--- config.mk ---
export PLATFORM = sky130hd
export DESIGN_NAME = benes_cfg_sched
export DESIGN_NICKNAME = d
export VERILOG_FILES = /design/src/rtl/benes_cfg_sched.sv
export SDC_FILE = /design/constraint.sdc
export NUM_CORES = 1
export LEC_CHECK = 0
export ABC_CLOCK_PERIOD_IN_PS = 2800
export BUFFER_PORTS_ARGS = -buffer_cell sky130_fd_sc_hd__buf_4
export CORE_MARGIN = 2
export CORE_UTILIZATION = 59
export DETAILED_ROUTE_END_ITERATION = 7
export PLACE_DENSITY = 0.82
export SYNTH_ARGS = -nofsm -noshare
export SYNTH_HDL_FRONTEND = slang
export SYNTH_SLANG_ARGS = --single-unit
--- constraint.sdc ---
create_clock -name clk -period 2.8 [get_ports clk]
set_input_delay 0.28 -clock clk [delete_from_list [all_inputs] [get_ports clk]]
set_output_delay 0.28 -clock clk [all_outputs]
set_load 0.05 [all_outputs]
--- src/rtl/benes_cfg_sched.sv ---
// benes_cfg_sched: active/shadow routing configuration scheduler for the
// 8x8 Benes network. Drives per-stage switch_set slices and admits vectors.
// Optional feature macro: BENES_CFG_SKEW_EN. When it is defined, a commit in RUN
// updates the stages as a wavefront (SWAP). When it is undefined, a commit in RUN
// drains the network first (DRAIN) and then updates every stage at one edge.
module benes_cfg_sched #(
    parameter int N_STAGES     = 5,
    parameter int SW_PER_STAGE = 4
) (
    input  logic                               clk,
    input  logic                               rst_n,
    input  logic                               cfg_valid,
    output logic                               cfg_ready,
    input  logic [N_STAGES*SW_PER_STAGE-1:0]   cfg_data,
    input  logic                               commit,
    output logic                               commit_ack,
    input  logic                               in_valid,
    output logic                               in_ready,
    output logic [N_STAGES*SW_PER_STAGE-1:0]   switch_set,
    output logic                               out_valid,
    output logic                               cfg_loaded,
    output logic                               busy
);
    localparam int W = N_STAGES * SW_PER_STAGE;

    typedef enum logic [1:0] {EMPTY, RUN, SWAP, DRAIN} state_t;

    state_t              state_q, state_d;
    logic [W-1:0]        shadow_q;
    logic [W-1:0]        pend_q;
    logic [W-1:0]        set_q;
    logic                shadow_full_q;
    logic                ack_q;
    logic [N_STAGES-1:0] vp_q;
    logic                wr;
    logic                accept;
    logic                admit;

`ifdef BENES_CFG_SKEW_EN
    localparam int CW = $clog2(N_STAGES + 1);
    logic [CW-1:0] cnt_q;
    logic          swap_last;
    assign swap_last = (cnt_q == CW'(N_STAGES - 1));
`else
    localparam logic [N_STAGES-1:0] TAIL_MASK = N_STAGES'(1) << (N_STAGES - 1);
    logic drain_done;
    // Only the tail may still be set: that vector has already passed every stage.
    assign drain_done = ((vp_q & ~TAIL_MASK) == '0);
`endif

    assign wr         = cfg_valid & ~shadow_full_q;
    assign accept     = commit & shadow_full_q & ((state_q == EMPTY) | (state_q == RUN));
    assign admit      = in_valid & in_ready;
    assign cfg_ready  = ~shadow_full_q;
    assign commit_ack = ack_q;
    assign switch_set = set_q;
    assign out_valid  = vp_q[N_STAGES-1];

    // State register
    always_ff @(posedge clk or negedge rst_n) begin
        if (!rst_n) state_q <= EMPTY;
        else        state_q <= state_d;
    end

    // Next-state and status outputs
    always_comb begin
        state_d    = state_q;
        in_ready   = 1'b0;
        busy       = 1'b0;
        cfg_loaded = (state_q != EMPTY);
        case (state_q)
            EMPTY: if (accept) state_d = RUN;
`ifdef BENES_CFG_SKEW_EN
            RUN: begin
                in_ready = 1'b1;
                if (accept) state_d = SWAP;
            end
            SWAP: begin
                in_ready = 1'b1;
                busy     = 1'b1;
                if (swap_last) state_d = RUN;
            end
`else
            RUN: begin
                in_ready = 1'b1;
                if (accept) state_d = DRAIN;
            end
            DRAIN: begin
                busy = 1'b1;
                if (drain_done) state_d = RUN;
            end
`endif
            default: state_d = EMPTY;
        endcase
    end

    // Shadow register, commit acknowledge and admitted-vector pipe
    always_ff @(posedge clk or negedge rst_n) begin
        if (!rst_n) begin
            shadow_q      <= '0;
            shadow_full_q <= 1'b0;
            ack_q         <= 1'b0;
            vp_q          <= '0;
        end else begin
            ack_q <= accept;
            vp_q  <= (vp_q << 1) | N_STAGES'(admit);
            if (accept) begin
                shadow_full_q <= 1'b0;
            end else if (wr) begin
                shadow_full_q <= 1'b1;
                shadow_q      <= cfg_data;
            end
        end
    end

    // Active configuration: bulk load, wavefront update or post-drain update
    always_ff @(posedge clk or negedge rst_n) begin
        if (!rst_n) begin
            set_q  <= '0;
            pend_q <= '0;
`ifdef BENES_CFG_SKEW_EN
            cnt_q  <= '0;
`endif
        end else begin
            case (state_q)
                EMPTY: if (accept) set_q <= shadow_q;
                RUN: if (accept) begin
                    pend_q <= shadow_q;
`ifdef BENES_CFG_SKEW_EN
                    // Stage 0 switches at the accepting edge; stage k follows k edges later.
                    set_q[SW_PER_STAGE-1:0] <= shadow_q[SW_PER_STAGE-1:0];
                    cnt_q                   <= CW'(1);
`endif
                end
`ifdef BENES_CFG_SKEW_EN
                SWAP: begin
                    set_q[int'(cnt_q)*SW_PER_STAGE +: SW_PER_STAGE] <=
                        pend_q[int'(cnt_q)*SW_PER_STAGE +: SW_PER_STAGE];
                    cnt_q <= cnt_q + CW'(1);
                end
`else
                DRAIN: if (drain_done) set_q <= pend_q;
`endif
                default: ;
            endcase
        end
    end
endmodule

==> results_dict.tcl <==
set metrics [dict create \
    status "complete, no violations" \
    design_area_um2 3340 \
    io_buffers 50 \
    use_met2_pct 35.1 \
    grt_antenna_before_repair 0 \
    synth_cells 177 \
    layout_setup_ws_ps 880 \
    r2r_cells 4 \
    layout_common_cells "dfrtp_1 (69), buf_4 (52), mux2_2 (21), nand2b_1 (20), o221a_1 (20)" \
    crit_cells 4 \
    post_cts_buffers 0 \
    path_class "register to register" \
    die_h_um 72.6 \
    cts_buffers 9 \
    cts_buffer_depth 2 \
    postSynthAreaPerCell_um2 15.7 \
    reg2reg_slack_ps 880 \
    rr_startpoint "state_q[1]" \
    drc 0 \
    dpl-instance-area_um2 3170 \
    fin_setup_tns_ps 0 \
    grtUsageTotal_pct 22.4 \
    worstPathRequired_ps 3070 \
    antenna_cells 0 \
    drt_first_pass_iters 4 \
    max_freq_ghz 0.521 \
    finalCriticalPeriod_ps 1920 \
    clockRootBuffer "clkbuf_8" \
    final_common_cell "dfrtp_1" \
    cpLargestDelayFamily "compound AO/OA/AOI/OAI gates" \
    ant_nets 0 \
    use_met1_pct 28.6 \
    via_per_inst 5.67 \
    multiInputGateArea_um2 977 \
    cpMaxStageDelayCell "a21o_1" \
    cp.buffers_inverters 1 \
    cts_sinks 69 \
    fin_crit_sh_pct 68.6 \
    end_kind "register" \
    drive_above_1_share_pct 47.0 \
    synth_seq_cells 69 \
    grt_first_pass_wirelength_um 8600 \
    grt_pass1_vias 1774 \
    rows 24 \
    use_met3_pct 6.67 \
    yosysUniqueCellTypes 21 \
    slew_violations 0 \
    grt_max_degree 70 \
    synth.top_cell.area_share_pct 62.2 \
    max_cap_violations 0 \
    wl_um 5110 \
    nets 255 \
    yosysWarnings 0 \
    wl_per_cell_um 17.9 \
    worstPathMaxFanout 21 \
    core_area_um2 4440 \
    p_leak_nw 1.52 \
    netlist_area_um2 2770 \
    cts_resized 0 \
    async_flop_share_pct 100 \
    tightest_slew_ps 830 \
    synth-edff-count 0 \
    arrival_ps 2190 \
    tritoncts "yes" \
    crit_path_cell_trace "and4bb_1, buf_4, a21o_1, o221a_1" \
    synth_nets 202 \
    skew_ps 9.22 \
    grt-ovfl-total 0 \
    yosysSeqAreaShare_pct 62.2 \
    dpl.hpwl_um 3330 \
    cts.reportedPaths.clkPinSlew_ps 70 \
    io_pins 51 \
    final-seq-area_um2 1730 \
    start_util_pct 62.4 \
    place_ws_ps 893 \
    max-vdd-ir-drop_mv 0.722 \
    fillers 265 \
    gp_congestion 0.724 \
    hold_violations 0 \
    drt_iter0_markers 92 \
    synth_ff_type "dfrtp_1" \
    regToRegEndpoint "switch_set[15]" \
    synthTopCellsByArea "dfrtp_1 (62%), mux2_4 (10%), mux2_2 (8.5%)" \
    die-area_um2 5270 \
    clk_latency_ps 340 \
    grt_most_used_layer "met2" \
    start_kind "register" \
    utilization_pct 75.3 \
    slew-limit-headroom_pct 44.7 \
    cts_hold_buf 0 \
    power_density_nw_per_um2 1330 \
    rsz0062_at_grt "false" \
    hold_path_class "input port to async pin" \
    slowest_delay_ps 580 \
    synth_top_cell_by_area "dfrtp_1" \
    setup_viol_count_final 0 \
    die_w_um 72.6 \
    via_count 1622 \
    cts_max_level 3 \
    synthToLayoutAreaGrowth_pct 20.6 \
]
kinds of logic after synthesis:
| family | synth area share, % |
|---|---|
| compound gates | 8.57 |
| mux | 18.8 |
| flops | 62.2 |
| simple gates | 7.76 |
| buf+inv | 2.62 |
per-stage QoR:
stage	power [mW]	hold WS (ps)	std cells
floorplan	3.22	-15.6	177
global placement	3.66	377	271
detailed placement	3.76	389	271
CTS	4.49	63.8	286
global route	4.68	110	286
finish	4.45	34.9	286
synthesized netlist by cell type, types with 3 or more instances:
library cell	number
nor2_1	3
mux2_2	21
buf_2	4
mux2_4	19
nand2b_1	20
dfrtp_1	69
o221a_1	20
nand2_1	3
per-layer routing:
layer	vias up	wire [µm]
li1	742	-
met1	821	2110
met2	45	2640
met3	14	249
met4	0	110
met5	-	0
final cells by class:
type                            instances  area share [%]
Multi-Input combinational cell         96            29.2
Sequential cell                        69            51.6
Clock buffer                           14            5.16
Timing Repair Buffer                   52            11.7
Inverter                                2           0.224
Tap cell                               52            1.95
Clock inverter                          1           0.150
flip-flops by register name, summed over array words and instances (netlist names):
signal and count:
vp_q 5, state_q 2, commit_ack 1, pend_q 20, shadow_q 20, switch_set 20, shadow_full_q 1
worst max-delay path by stage:
stage | startpoint | end
6_report | state_q[1] | switch_set[15]
5_1_grt | state_q[1] | pend_q[13]
4_1_cts | state_q[1] | switch_set[17]
3_5_place_dp | state_q[1] | pend_q[13]
3_3_place_gp | state_q[1] | switch_set[12]
2_1_floorplan | state_q[1] | pend_q[0]
worst reg2reg max path: stages, from the launching register on:
cell      delay, ps
dfrtp_1         410
and4bb_1        280
buf_4           260
a21o_1          580
o221a_1         330
power breakdown:
part           total, mW  switching, mW  internal (mW)
Clock              0.728          0.339          0.389
Combinational       1.92           1.03          0.886
Sequential          1.81          0.322           1.49
No activity file was read; power rests on OpenSTA's default activity.
